`src/rtl/sevenseg_pkg.sv`:
```
// Shared types and constants for the multiplexed seven-segment display path.
package sevenseg_pkg;

  // One display digit as held in the shadow and active banks.
  typedef struct packed {
    logic [3:0] nibble;
    logic       dp;
    logic       blank;
  } digit_t;

  // Bit position of the decimal point on the segment bus.
  localparam int SEG_DP = 7;

  // Segment bus value that drives every segment dark.
  localparam logic [7:0] SEG_OFF = 8'h00;

  // Every bank entry powers up as a dark digit with the decimal point off.
  localparam digit_t DIGIT_RESET = '{nibble: 4'h0, dp: 1'b0, blank: 1'b1};

  // Scan sequencer states.
  typedef enum logic {
    ST_IDLE = 1'b0,
    ST_SCAN = 1'b1
  } scan_state_t;

endpackage

```
`src/rtl/sevenseg_glyph_decode.sv`:
```
// Combinational glyph decoder: one stored digit to its segment pattern.
// Segments a..g sit on seg[6:0], the decimal point on seg[SEG_DP], all active high.
module sevenseg_glyph_decode
  import sevenseg_pkg::*;
(
  input  digit_t     digit,
  output logic [7:0] seg
);

  logic [6:0] shape;

  // Hex character shapes for 0..F.
  always_comb begin
    case (digit.nibble)
      4'h0:    shape = 7'h3F;
      4'h1:    shape = 7'h06;
      4'h2:    shape = 7'h5B;
      4'h3:    shape = 7'h4F;
      4'h4:    shape = 7'h66;
      4'h5:    shape = 7'h6D;
      4'h6:    shape = 7'h7D;
      4'h7:    shape = 7'h07;
      4'h8:    shape = 7'h7F;
      4'h9:    shape = 7'h6F;
      4'hA:    shape = 7'h77;
      4'hB:    shape = 7'h7C;
      4'hC:    shape = 7'h39;
      4'hD:    shape = 7'h5E;
      4'hE:    shape = 7'h79;
      default: shape = 7'h71;
    endcase
  end

  // A blanked digit darkens its segments but keeps its decimal point.
  always_comb begin
    seg         = SEG_OFF;
    seg[6:0]    = digit.blank ? 7'h00 : shape;
    seg[SEG_DP] = digit.dp;
  end

endmodule

```
`src/rtl/sevenseg_scan_controller.sv`:
```
// Time-multiplexed scan controller for a common-bus seven-segment display.
// Upstream writes land in a shadow bank; a commit copies the shadow bank into
// the active bank only at a frame boundary so a frame never mixes old and new
// data. Each digit owns a fixed slot that opens with a blank anti-ghost gap and
// is then lit for a duty-controlled fraction of the slot.
module sevenseg_scan_controller
  import sevenseg_pkg::*;
#(
  parameter int  NUM_DIGITS   = 4,
  parameter int  SLOT_CYCLES  = 1024,
  parameter int  BLANK_CYCLES = 16,
  localparam int DW = (NUM_DIGITS > 1) ? $clog2(NUM_DIGITS) : 1
) (
  input  logic                  clk,
  input  logic                  rst,
  input  logic                  enable,
  input  logic [3:0]            duty,
  input  logic                  wr_valid,
  output logic                  wr_ready,
  input  logic [DW-1:0]         wr_digit,
  input  logic [3:0]            wr_nibble,
  input  logic                  wr_dp,
  input  logic                  wr_blank,
  input  logic                  commit,
  output logic                  commit_pending,
  output logic [7:0]            seg,
  output logic [NUM_DIGITS-1:0] dig_en,
  output logic                  frame_start
);

  localparam int            SW        = $clog2(SLOT_CYCLES);
  localparam logic [SW-1:0] SLOT_LAST = SW'(SLOT_CYCLES - 1);
  localparam logic [SW-1:0] BLANK_END = SW'(BLANK_CYCLES);
  localparam logic [DW-1:0] IDX_LAST  = DW'(NUM_DIGITS - 1);

  scan_state_t           state;
  scan_state_t           state_next;
  logic [SW-1:0]         slot_cnt;
  logic [DW-1:0]         idx;
  logic                  scanning;
  logic                  slot_wrap;
  logic                  frame_wrap;
  logic [3:0]            phase;
  logic                  wr_fire;
  logic                  commit_apply;
  digit_t                shadow_bank [NUM_DIGITS];
  digit_t                active_bank [NUM_DIGITS];
  digit_t                cur_digit;
  logic [7:0]            cur_glyph;
  logic [7:0]            seg_d;
  logic [NUM_DIGITS-1:0] dig_en_d;
  logic                  frame_start_d;

  // Scanning only counts while enable is still high, so dropping enable darkens
  // the outputs on the very next edge even though the state leaves SCAN then too.
  assign scanning   = (state == ST_SCAN) && enable;
  assign slot_wrap  = (slot_cnt == SLOT_LAST);
  assign frame_wrap = scanning && slot_wrap && (idx == IDX_LAST);

  // The upper four slot-counter bits split the slot into 16 equal PWM steps.
  assign phase = slot_cnt[SW-1 -: 4];

  // Writes stall while a commit waits, so the committed snapshot cannot change
  // underneath it. Out-of-range digit indices are handshaken and then dropped.
  assign wr_ready     = !commit_pending;
  assign wr_fire      = wr_valid && wr_ready && (int'(wr_digit) < NUM_DIGITS);
  assign commit_apply = commit_pending && ((state == ST_IDLE) || frame_wrap);

  assign cur_digit = active_bank[idx];

  sevenseg_glyph_decode u_glyph (
    .digit (cur_digit),
    .seg   (cur_glyph)
  );

  // Scan state register.
  always_ff @(posedge clk or posedge rst) begin
    if (rst) begin
      state <= ST_IDLE;
    end else begin
      state <= state_next;
    end
  end

  // Start scanning when enabled, stop as soon as enable is seen low.
  always_comb begin
    state_next = state;
    case (state)
      ST_IDLE: if (enable)  state_next = ST_SCAN;
      ST_SCAN: if (!enable) state_next = ST_IDLE;
    endcase
  end

  // Slot and digit counters; both sit at zero whenever the scan is not running.
  always_ff @(posedge clk or posedge rst) begin
    if (rst) begin
      slot_cnt <= '0;
      idx      <= '0;
    end else if (scanning) begin
      slot_cnt <= slot_wrap ? '0 : slot_cnt + SW'(1);
      if (slot_wrap) begin
        idx <= (idx == IDX_LAST) ? '0 : idx + DW'(1);
      end
    end else begin
      slot_cnt <= '0;
      idx      <= '0;
    end
  end

  // Decide what the bus shows for the current counter position.
  always_comb begin
    seg_d         = SEG_OFF;
    dig_en_d      = '0;
    frame_start_d = 1'b0;
    if (scanning) begin
      frame_start_d = (slot_cnt == '0) && (idx == '0);
      if ((slot_cnt >= BLANK_END) && (phase <= duty)) begin
        seg_d         = cur_glyph;
        dig_en_d[idx] = 1'b1;
      end
    end
  end

  // Register the display outputs so the pins never glitch.
  always_ff @(posedge clk or posedge rst) begin
    if (rst) begin
      seg         <= SEG_OFF;
      dig_en      <= '0;
      frame_start <= 1'b0;
    end else begin
      seg         <= seg_d;
      dig_en      <= dig_en_d;
      frame_start <= frame_start_d;
    end
  end

  // Shadow bank takes accepted upstream writes.
  always_ff @(posedge clk or posedge rst) begin
    if (rst) begin
      for (int i = 0; i < NUM_DIGITS; i++) begin
        shadow_bank[i] <= DIGIT_RESET;
      end
    end else if (wr_fire) begin
      shadow_bank[wr_digit] <= '{nibble: wr_nibble, dp: wr_dp, blank: wr_blank};
    end
  end

  // Latch a commit request and copy shadow to active at the next safe point.
  always_ff @(posedge clk or posedge rst) begin
    if (rst) begin
      commit_pending <= 1'b0;
      for (int i = 0; i < NUM_DIGITS; i++) begin
        active_bank[i] <= DIGIT_RESET;
      end
    end else if (commit_apply) begin
      commit_pending <= 1'b0;
      active_bank    <= shadow_bank;
    end else if (commit && !commit_pending) begin
      commit_pending <= 1'b1;
    end
  end

endmodule

```
`config.mk`:
```
export PLATFORM = sky130hd
export DESIGN_NAME = sevenseg_scan_controller
export DESIGN_NICKNAME = d
export VERILOG_FILES = /design/src/rtl/sevenseg_pkg.sv /design/src/rtl/sevenseg_glyph_decode.sv /design/src/rtl/sevenseg_scan_controller.sv
export SDC_FILE = /design/constraint.sdc
export NUM_CORES = 1
export LEC_CHECK = 0
export BUFFER_PORTS_ARGS = -buffer_cell sky130_fd_sc_hd__buf_4
export CAP_MARGIN = 20
export CORE_UTILIZATION = 45
export CTS_BUF_LIST = sky130_fd_sc_hd__clkbuf_4 sky130_fd_sc_hd__clkbuf_8
export DETAILED_ROUTE_END_ITERATION = 10
export GPL_ROUTABILITY_DRIVEN = 0
export PLACE_DENSITY = 0.61
export SETUP_SLACK_MARGIN = 0.15
export SLEW_MARGIN = 20
export SYNTH_ARGS = -nofsm -noshare
export SYNTH_HDL_FRONTEND = slang
export SYNTH_HIERARCHICAL = 1
export SYNTH_SLANG_ARGS = --single-unit
```
`constraint.sdc`:
```
create_clock -name clk -period 4 [get_ports clk]
set_input_delay 0.4 -clock clk [delete_from_list [all_inputs] [get_ports clk]]
set_output_delay 0.4 -clock clk [all_outputs]
set_load 0.005 [all_outputs]
```
# Word-level counts from Yosys, hierarchy flattened
# Memory sizes are Yosys's and may differ from the RTL's.
# Cells that the tools add are included.
# op_classes
add_sub_neg	2
magnitude_cmp	7
n_eq_ne	3
n_mux	22
n_bitwise	3
n_reduce_logical	15
# ops
operator	n
$bwmux 24	1
$mux 10	2
$mux 6	3
$mux 8	2
$bmux 6 s2	1
$demux 6 s2	1
$add 10x1->10 const B	1
$eq 10x10->1 const B	1
$ge 10x5->1 const B	1
$logic_and 1x1->1	10
$logic_not 10->1	1
$mux 4	2
$mux 7	1
$ge 3x3->1 const B	2
$mux 2	3
$not 2->3	2
$mux 1	5
$le 4x4->1	1
$lt 2x3->1 const B	1
$lt 3x1->1 const B	1
$add 2x1->2 const B	1
$demux 1 s2	1
$eq 2x2->1 const B	1
$ge 2x1->1 const B	1
other kinds (6)	6
# word_totals
reg_bits	75
rom_bits	112
in_bits	17
out_inout_bits	15
elab_cells	84
memories	1
# memory_table
name	depth	word_bits	rd	rd_clocked_by_memory_dff	write_ports	line	rtl
(name not given)	16	7	1	0	0	sevenseg_glyph_decode.sv:14	case (digit.nibble)

# Depth between registers and ports, before layout
# Gate-level depths: netlist of the first run.
# An unclocked memory read counts as a cell.
# depth
ltp_word	8
mapped_depth	8
mapped_depth_nobuf	7

# Modules after synthesis
# Netlist of the first run, hierarchy kept.
# by_module_without_submodules
mod	n_inst	cells_each	area_each_um2	seq_area_each_um2
sevenseg_scan_controller	1	236	3345.7	1886.8
sevenseg_glyph_decode	1	34	291.5	0.0

# Worst setup path after synthesis of the first run
# No wires, ideal clock.
# synth_timing
path_kind	register to register
start	register idx[0]
end	register seg[3]
setup_ns	0.066
t_arrival_ns	2.306
required_ns	3.934
slack_ns	1.628
stages_incl_launch_ff	9
n_path_buf	1
period_less_slack_ns	2.372
cell_sequence	dfrtp_1 -> clkbuf_1 -> mux4_2 -> inv_1 -> ha_1 -> inv_1 -> mux4_1 -> nor2_1 -> and2_1
# synth_lines
element	line	rtl
start: declaration	sevenseg_scan_controller.sv:39	logic [DW-1:0] idx;
start signal: assignment	sevenseg_scan_controller.sv:102	idx <= (idx == IDX_LAST) ? '0 : idx + DW'(1);
end signal: assignment	sevenseg_scan_controller.sv:131	seg <= seg_d;
end: declaration	sevenseg_scan_controller.sv:26	output logic [7:0] seg,

==> flow_summary.yaml, run 1 <==
critical_path:
  crit_chain: "mux4_2 > inv_1 > ha_1 > inv_1 > mux4_1 > nor2_1 > and2_1"
  slowest_delay_ns: 0.66
  path_common_cell: "inv_1"
  critical_path.max_fanout: 10
  cp.required_ns: 4.29
  start_kind: "flip-flop"
  ff2ff_path_depth: 7
  critical_path_buf_inv_count: 2
  path_class: "flip-flop to flip-flop"
  critPathCaptureType: "flip-flop"
  crit_family: "multiplexers"
  cp.depth: 7
  slowest_stage: "dfrtp_1"
  crit_arrival_ns: 2.73
job:
  drv_cap: 0
timing:
  slew_violations: 0
  tightest_slew_ns: 1.04
  fmaxAchievable_mhz: 410
  rsz0062_at_grt: "no"
  setup-violations-final: 0
  finalHoldViolCount: 0
  final.setup.tns_ns: 0
  fin_crit_sh_pct: 60.9
  min_period_ns: 2.44
  finClkSkew_ns: 0.00664
  slew_headroom_pct: 29.8
drt:
  post-route-drc-count: 0
  dr_total_vias: 2100
  via_per_inst: 5.15
  wirelength_mm: 6.39
  wl_per_cell_um: 15.7
  detail_route.first_pass.iterations: 4
  drt_iter0_drc: 90
  postRouteAntennaNets: 0
power:
  vdd_drop_max_mv: 0.291
  power_frac_seq_pct: 48.2
  swShare_pct: 29.9
  comb_power_share_pct: 27.6
  p_clk_share_pct: 24.3
  power_switching_mw: 0.675
  internal_power_mw: 1.59
  total_power_mw: 2.26
  power_density_nw_per_um2: 551
  p_leak_nw: 1.90
die:
  dieWidth_um: 91.9
  start_util_pct: 46.8
  num_rows: 32
  pin_count: 32
  die_h_um: 91.9
  dieArea_um2: 8450
  core_um2: 7770
cts:
  clockBufferDepth: 2
  cts.htree.levels: 3
  cts-root-buf: "clkbuf_8"
  clk_pin_slew_ns: 0.08
  clkLatencyLatePin_ns: 0.35
  cts_made_buffers: 9
  cts.sinks: 75
  cts_setup_buffers: 0
  cts_tree: "yes"
  ctsHoldBuffers: 0
  cts_resized: 0
logic_synthesis:
  synth-edff-count: 0
  synth_top_cell_by_area: "dfrtp_1"
  synth_area_um2: 3640
  ys_ff_latch: 75
  synth_nets: 303
  synth.distinct_cells: 42
  syn_inst: 270
  ys.flop_type: "dfrtp_1"
  synth_warnings: 6
  netlist.area_leader.share_pct: 46.1
  synth_area_leaders: "dfrtp_1 (46%), mux2_2 (9.0%), mux2_4 (8.7%), dfstp_2 (5.8%), ha_1 (5.5%)"
  syn_avg_cell_area_um2: 13.5
  synthArstFlopShare_pct: 100
  seq_area_frac_synth_pct: 51.9
cells_and_area:
  final_util_pct: 52.8
  layout.nets: 334
  multiInputGateArea_um2: 1600
  regArea_um2: 1890
  fill_cells: 676
  n_antenna_cell: 0
  drive_gt1_share_pct: 39.5
  area_delta_synth_final_pct: 12.8
outcome:
  outcome: "finished, final reports clean"
placed_design:
  portBuffers: 31
  dp_hpwl_mm: 4.32
global_route:
  grt_max_degree: 51
  grt.total_usage_pct: 17.1
  antenna_found_initial: 0
  overflow: 0
  grt_pass1_wl_mm: 10.9
  grt_pass1_vias: 2166
hold_path:
  hold_class: "input pin to asynchronous set/reset pin"
[worst register-to-register path, cell delays in order, from the launching register on]
cell and delay, ns:
dfrtp_1 0.66, mux4_2 0.65, inv_1 0.17, ha_1 0.16
inv_1 0.06, mux4_1 0.48, nor2_1 0.08, and2_1 0.11
[state kept, by name (all words and copies together), names as in the netlist]
signal	count
state	1
frame_start	1
idx	2
seg	8
active_bank	24
slot_cnt	10
dig_en	4
commit_pending	1
shadow_bank	24
[cells in the mapped netlist, types with 2 or more instances]
library cell,instances
a211oi_1,3
a21oi_1,2
a221oi_1,2
a31oi_1,2
and2_1,13
and3_1,2
buf_12,2
buf_4,2
buf_6,2
clkbuf_1,6
dfrtp_1,67
dfstp_2,8
ha_1,16
inv_1,16
mux2_2,29
mux2_4,21
mux2i_1,3
mux4_2,6
nand2_1,5
nand3_1,7
nand4_1,5
nor2_1,19
nor3_1,3
nor4bb_1,2
o21ai_0,3
o31ai_1,3
xnor2_1,5
xor2_1,2
[power by group through the flow]
| stage | clock network (mW) | logic (mW) | registers [mW] |
|---|---|---|---|
| final | 0.548 | 0.623 | 1.09 |
| after global routing | 0.595 | 0.689 | 1.12 |
| after CTS | 0.560 | 0.628 | 1.09 |
| after detailed placement | 0 | 0.625 | 1.11 |
| after global placement | 0 | 0.608 | 1.10 |
| after floorplan | 0 | 0.553 | 1.05 |
[per-stage QoR]
step / hold WS (ns) / cell area [um2] / std cells / setup WS (ns)
floorplan: 0.431 / 3640 / 270 / 1.63
global placement: 0.483 / 3920 / 392 / 1.64
detailed placement: 0.491 / 3920 / 392 / 1.55
CTS: 0.106 / 4100 / 408 / 1.53
global route: 0.134 / 4100 / 408 / 1.35
finish: 0.0813 / 4100 / 408 / 1.56
[layout by cell type (no fill, tap or decap), types with 3 or more instances in the layout]
master	count
dfrtp_1	67
buf_4	33
mux2_2	29
mux2_4	21
nor2_1	19
ha_1	16
inv_1	15
and2_1	13
clkbuf_8	9
dfstp_2	8
nand3_1	7
mux4_2	6
nand2_1	5
nand4_1	5
xnor2_1	5
nor3_1	3
o31ai_1	3
a211oi_1	3
o21ai_0	3
inv_6	3
mux2i_1	3
[area by class of cell]
| cell class | count | share of cell area [%] |
|---|---|---|
| clock buffer | 9 | 3.02 |
| clock inverter | 7 | 1.43 |
| inverter | 16 | 1.46 |
| multi-input combinational | 166 | 38.9 |
| sequential | 75 | 46.0 |
| tap | 102 | 3.11 |
| timing repair buffer | 33 | 6.04 |
[cell families (layout without fill, tap and decap cells)]
group,count (synthesis),after routing,share of synthesized area (%)
multiplexers,60,60,22.9
adder cells (fa/ha/maj),16,16,5.50
AO/OA/AOI/OAI,20,20,3.99
AND/OR/NAND/NOR,63,63,9.49
XOR/XNOR,7,7,1.69
flip-flops,75,75,51.9
buffers and inverters,29,65,4.54
[path summary, 6_finish.rpt]
path | startpoint | to | slack, ns
min | rst | dig_en[3]$_DFF_PP0_ | 0.08
max | idx[0]$_DFFE_PP0P_ | seg[3]$_DFF_PP0_ | 1.56
min reg2reg | shadow_bank[5]$_DFFE_PP0P_ | active_bank[5]$_DFFE_PP0P_ | 0.51
min in group clk | enable | state$_DFF_PP0_ | 0.19
max reg2reg | idx[0]$_DFFE_PP0P_ | seg[3]$_DFF_PP0_ | 1.56
max in group asynchronous | rst | active_bank[7]$_DFFE_PP0P_ | 2.90
[layer usage]
layer,vias to the layer above,track usage [%],share of wire (%)
met1,1048,22.7,48
met3,8,3.98,3.0
li1,1011,-,-
met4,0,6.25,1.3
met2,33,27.4,48
met5,-,0,0
Power figures use the tool's default switching activity.
==> run 2, diff against run 1 <==
--- a/config.mk
+++ b/config.mk
@@ -5,6 +5,7 @@
 export SDC_FILE = /design/constraint.sdc
 export NUM_CORES = 1
 export LEC_CHECK = 0
+export ABC_AREA = 1
 export BUFFER_PORTS_ARGS = -buffer_cell sky130_fd_sc_hd__buf_4
 export CAP_MARGIN = 20
 export CORE_UTILIZATION = 45
==> constraint.sdc (replaced) <==
create_clock -name clk -period 2.4 [get_ports clk]
set_input_delay 0.24 -clock clk [delete_from_list [all_inputs] [get_ports clk]]
set_output_delay 0.24 -clock clk [all_outputs]
set_load 0.005 [all_outputs]
==> flow_summary.yaml, run 2 <==
timing:
  min_period_ns: 1.97
  final.setup.tns_ns: 0
  tightest_slew_ns: 0.508
  fin_crit_sh_pct: 81.9
  rsz0062_at_grt: "no"
  slew_headroom_pct: 66.0
  fmaxAchievable_mhz: 509
  finalHoldViolCount: 0
  finClkSkew_ns: 0.0112
  slew_violations: 0
  setup-violations-final: 0
drt:
  dr_total_vias: 2769
  postRouteAntennaNets: 0
  drt_iter0_drc: 147
  via_per_inst: 4.98
  post-route-drc-count: 0
  wl_per_cell_um: 12.5
  detail_route.first_pass.iterations: 4
  wirelength_mm: 6.93
cts:
  clkLatencyLatePin_ns: 0.36
  clk_pin_slew_ns: 0.09
  cts.htree.levels: 3
  cts_setup_buffers: 0
  clockBufferDepth: 2
  cts-root-buf: "clkbuf_8"
  cts_made_buffers: 9
  cts_tree: "yes"
  cts.sinks: 75
global_route:
  grt_pass1_vias: 2667
  grt_pass1_wl_mm: 12.5
  grt.total_usage_pct: 18.8
  antenna_found_initial: 0
  grt_max_degree: 76
  overflow: 0
logic_synthesis:
  synth_warnings: 6
  ys_ff_latch: 75
  synth.distinct_cells: 34
  synth-edff-count: 0
  synthSimpleGateAreaFrac_pct: 26.0
  yosysMostFrequentCell: "nand2_1"
  syn_inst: 416
  synth_mux_area_share_pct: 0
  synth_top_family_by_area: "simple AND/OR/NAND/NOR gates"
  ys.flop_type: "dfrtp_1"
  synth_commonest_cells: "nand2_1 (107), dfrtp_1 (67), nor2_1 (41)"
  synth_area_um2: 3620
  post_synth_fa_ha_maj_area_fraction_pct: 5.53
  synth_nets: 449
  synth_compound_area_share_pct: 9.12
  seq_area_frac_synth_pct: 52.1
  synth_area_leaders: "dfrtp_1 (46%), nand2_1 (11%), dfstp_2 (5.8%), ha_1 (5.5%), nand3_1 (5.5%)"
  syn_avg_cell_area_um2: 8.70
  netlist.area_leader.share_pct: 46.3
  synthXorXnorAreaFrac_pct: 0.484
  synth_top_cell_by_area: "dfrtp_1"
  synthArstFlopShare_pct: 100
outcome:
  outcome: "finished, final reports clean"
die:
  core_um2: 7770
  die_h_um: 91.7
  dieWidth_um: 91.7
  dieArea_um2: 8410
  pin_count: 32
  start_util_pct: 46.6
  num_rows: 32
hold_path:
  hold_class: "input pin to flip-flop"
  min_path_cells: 3
job:
  drv_cap: 0
critical_path:
  path_class: "flip-flop to flip-flop"
  critical_path.max_fanout: 9
  start_kind: "flip-flop"
  crit_arrival_ns: 2.20
  cp.required_ns: 2.64
  ff2ff_path_depth: 10
  critPathCaptureType: "flip-flop"
cells_and_area:
  layout_commonest_cell: "nand2_1"
  drive_gt1_share_pct: 18.1
  area_delta_synth_final_pct: 14.3
  n_antenna_cell: 0
  reg_top3: "active_bank (24), shadow_bank (24), slot_cnt (10)"
  final_cell_mix: "nand2_1 (107), dfrtp_1 (67), nor2_1 (41), nand3_1 (40), buf_4 (37)"
  layout.nets: 482
power:
  power_density_nw_per_um2: 799
  vdd_drop_max_mv: 0.414
  p_leak_nw: 2.06
  total_power_mw: 3.30
placed_design:
  dp_hpwl_mm: 4.77
  portBuffers: 31
-- run 2: layout make-up --
class | count | area [um2]
Sequential cell | 75 | 1890
Clock inverter | 7 | 58.8
Clock buffer | 9 | 124
Inverter | 31 | 128
Fill cell | 750 | 3630
Timing Repair Buffer | 40 | 318
Multi-Input combinational cell | 292 | 1500
Tap cell | 102 | 128
-- run 2: critical path, stage by stage, from the launching register on --
cell      delay (ns)
dfrtp_1         0.47
inv_1           0.24
o21ai_0         0.13
o22ai_1         0.19
inv_1           0.13
ha_1            0.32
nand3b_1        0.16
nand3_1         0.07
nor2_1          0.04
nand2_1         0.06
nor2_1          0.04
-- run 2: routing by layer --
metal	track usage, %	wire (um)	vias to the layer above
met4	8.20	126	0
met1	25.9	3540	1287
met5	0	0	-
li1	-	-	1421
met2	28.8	3050	49
met3	3.73	215	12
-- run 2: power breakdown --
group | leakage, nW | internal, mW | switching (mW)
logic | 1.01 | 0.288 | 0.431
registers | 0.962 | 1.53 | 0.146
clock network | 0.0872 | 0.391 | 0.516
total | 2.06 | 2.21 | 1.09
-- run 2: cell families (layout without fill, tap and decap cells) --
logic type               Yosys count  after routing
XOR/XNOR                           2              2
AO/OA/AOI/OAI                     63             63
adder cells (fa/ha/maj)           16             16
AND/OR/NAND/NOR                  211            211
buffers and inverters             49             87
flip-flops                        75             75
-- run 2: what timing repair did --
item	4_1_cts	5_1_grt
endpoints found under the hold margin	68	0
resized for setup	0	1
endpoints found under the setup margin	0	5
hold buffers	2	0
-- run 2: worst paths after layout --
path	startpoint	slack [ns]	end
worst max-delay path	idx[1]$_DFFE_PP0P_	0.43	seg[3]$_DFF_PP0_
worst min-delay path	commit	0.11	commit_pending$_DFFE_PP0P_
worst max register to register	idx[1]$_DFFE_PP0P_	0.43	seg[3]$_DFF_PP0_
worst min register to register	active_bank[12]$_DFFE_PP1P_	0.46	active_bank[12]$_DFFE_PP1P_
max in group asynchronous	rst	1.53	shadow_bank[12]$_DFFE_PP1P_
min in group asynchronous	rst	0.52	slot_cnt[4]$_DFF_PP0_
-- run 2: per-stage QoR --
step	hold WS, ns	setup slack, ns	util, %	instance area [um2]	std cells
after CTS	0.101	0.323	53.2	4130	556
final	0.105	0.434	53.3	4140	556
after global routing	0.132	0.200	53.3	4140	556
after global placement	0.360	0.396	50.6	3930	538
after floorplan	0.271	0.258	-	3620	416
after detailed placement	0.363	0.323	50.6	3930	538
==> run 3, diff against run 2 <==
--- a/config.mk
+++ b/config.mk
@@ -12,7 +12,7 @@
 export CTS_BUF_LIST = sky130_fd_sc_hd__clkbuf_4 sky130_fd_sc_hd__clkbuf_8
 export DETAILED_ROUTE_END_ITERATION = 10
 export GPL_ROUTABILITY_DRIVEN = 0
-export PLACE_DENSITY = 0.61
+export PLACE_DENSITY = 0.63
 export SETUP_SLACK_MARGIN = 0.15
 export SLEW_MARGIN = 20
 export SYNTH_ARGS = -nofsm -noshare
==> constraint.sdc (replaced) <==
create_clock -name clk -period 1.7 [get_ports clk]
set_input_delay 0.17 -clock clk [delete_from_list [all_inputs] [get_ports clk]]
set_output_delay 0.17 -clock clk [all_outputs]
set_load 0.005 [all_outputs]
==> flow_summary.yaml, run 3 (synthesis gave the netlist of run 2 again) <==
cts:
  clockBufferDepth: 2
  cts-root-buf: "clkbuf_8"
  clk_pin_slew_ns: 0.08
  cts_made_buffers: 9
  cts_tree: "yes"
  cts.sinks: 75
  clkLatencyLatePin_ns: 0.36
  cts.htree.levels: 3
drt:
  drt_iter0_drc: 134
  detail_route.first_pass.iterations: 6
  dr_total_vias: 2969
  post-route-drc-count: 0
  wirelength_mm: 8.20
  via_per_inst: 5.02
  wl_per_cell_um: 13.8
  postRouteAntennaNets: 0
timing:
  tightest_slew_ns: 0.538
  finClkSkew_ns: 0.0148
  slew_violations: 0
  finalHoldViolCount: 0
  fin_crit_sh_pct: 97.6
  final.setup.tns_ns: 0
  min_period_ns: 1.66
  slew_headroom_pct: 64.0
  fmaxAchievable_mhz: 603
  setup-violations-final: 0
  rsz0062_at_grt: "yes"
placed_design:
  portBuffers: 31
  dp_hpwl_mm: 4.95
global_route:
  overflow: 0
  antenna_found_initial: 0
  grt.total_usage_pct: 21.0
  grt_pass1_wl_mm: 13.7
  grt_max_degree: 31
  grt_pass1_vias: 2846
cells_and_area:
  multiInputGateArea_um2: 1920
  final_util_pct: 64.5
  drive_gt1_share_pct: 37.3
  n_antenna_cell: 0
  area_delta_synth_final_pct: 38.3
  reg_top3: "active_bank (24), shadow_bank (24), slot_cnt (10)"
  layout_commonest_cell: "nand2_1"
  regArea_um2: 1890
  layout.nets: 518
  final_cell_mix: "nand2_1 (80), dfrtp_1 (65), buf_4 (50), nor2_1 (36), nand3_1 (30)"
  fill_cells: 635
outcome:
  outcome: "finished, final reports clean"
critical_path:
  critical_path.max_fanout: 5
  path_class: "flip-flop to flip-flop"
  cp.required_ns: 2.00
  crit_arrival_ns: 1.96
  start_kind: "flip-flop"
  critPathCaptureType: "flip-flop"
die:
  core_um2: 7770
  dieArea_um2: 8410
  pin_count: 32
  num_rows: 32
  start_util_pct: 46.6
  die_h_um: 91.7
  dieWidth_um: 91.7
hold_path:
  hold_class: "input pin to flip-flop"
power:
  power_density_nw_per_um2: 1050
  vdd_drop_max_mv: 0.767
  total_power_mw: 5.26
  p_leak_nw: 2.36
job:
  drv_cap: 0
==> run 3: worst paths after layout <==
| check | from | endpoint | slack [ns] | cells past startpoint |
|---|---|---|---|---|
| min in group asynchronous | rst | slot_cnt[2]$_DFF_PP0_ | 0.41 | 3 |
| min reg2reg | active_bank[12]$_DFFE_PP1P_ | active_bank[12]$_DFFE_PP1P_ | 0.48 | 2 |
| max in group asynchronous | rst | active_bank[0]$_DFFE_PP1P_ | 0.71 | 4 |
| max | idx[0]$_DFFE_PP0P_ | seg[3]$_DFF_PP0_ | 0.04 | 10 |
| min | commit | commit_pending$_DFFE_PP0P_ | 0.02 | 3 |
| max reg2reg | idx[0]$_DFFE_PP0P_ | seg[3]$_DFF_PP0_ | 0.04 | 10 |
==> run 3: stage by stage <==
| stage | hold slack [ns] | instances | setup slack [ns] | instance area (um2) |
|---|---|---|---|---|
| 6_report | 0.0194 | 592 | 0.0404 | 5010 |
| 5_1_grt | 0.0195 | 592 | -0.117 | 5010 |
| 4_1_cts | 0.0211 | 586 | 0.0109 | 4690 |
| 3_5_place_dp | 0.253 | 550 | -0.0439 | 4130 |
| 3_3_place_gp | 0.253 | 550 | -0.0255 | 4130 |
| 2_1_floorplan | 0.201 | 416 | -0.0269 | 3720 |
==> run 3: layer usage <==
layer	part of all wire [%]	routed length, um	track usage (%)	vias to the layer above
met4	2.0	168	9.90	0
met5	0	0	0	-
met2	49	4050	34.3	48
met1	45	3730	26.8	1411
met3	3.0	248	4.15	12
li1	-	-	-	1498
==> run 3: repair_timing <==
item                                   4_1_cts  5_1_grt
setup buffers                               12        5
gates resized for setup                     35       67
setup endpoints to repair                   35       46
hold buffers                                 2        0
cloned                                       6        1
endpoints found under the hold margin       22        0
pin swaps                                   14       26
==> run 3: critical path, cell delays in order, from the launching register on <==
cell	delay (ns)
dfrtp_2	0.42
buf_6	0.15
o21ai_4	0.07
o22ai_4	0.18
inv_2	0.11
ha_4	0.28
nand3b_1	0.09
nand3_1	0.06
nor2_1	0.10
nand2_1	0.05
nor2_1	0.08
==> run 3: area by class of cell <==
type / instances / area share, %
multi-input cells: 295 / 38.4
well taps: 102 / 2.55
inverters: 31 / 2.72
clock inverters: 6 / 0.975
flip-flops and latches: 75 / 37.7
repair buffers: 73 / 14.9
clock buffers: 10 / 2.75
==> run 3: power breakdown <==
part | switching [mW] | leakage (nW) | internal [mW] | total (mW)
clock network | 0.716 | 0.0851 | 0.578 | 1.29
logic | 0.817 | 1.31 | 0.667 | 1.48
registers | 0.310 | 0.959 | 2.17 | 2.48
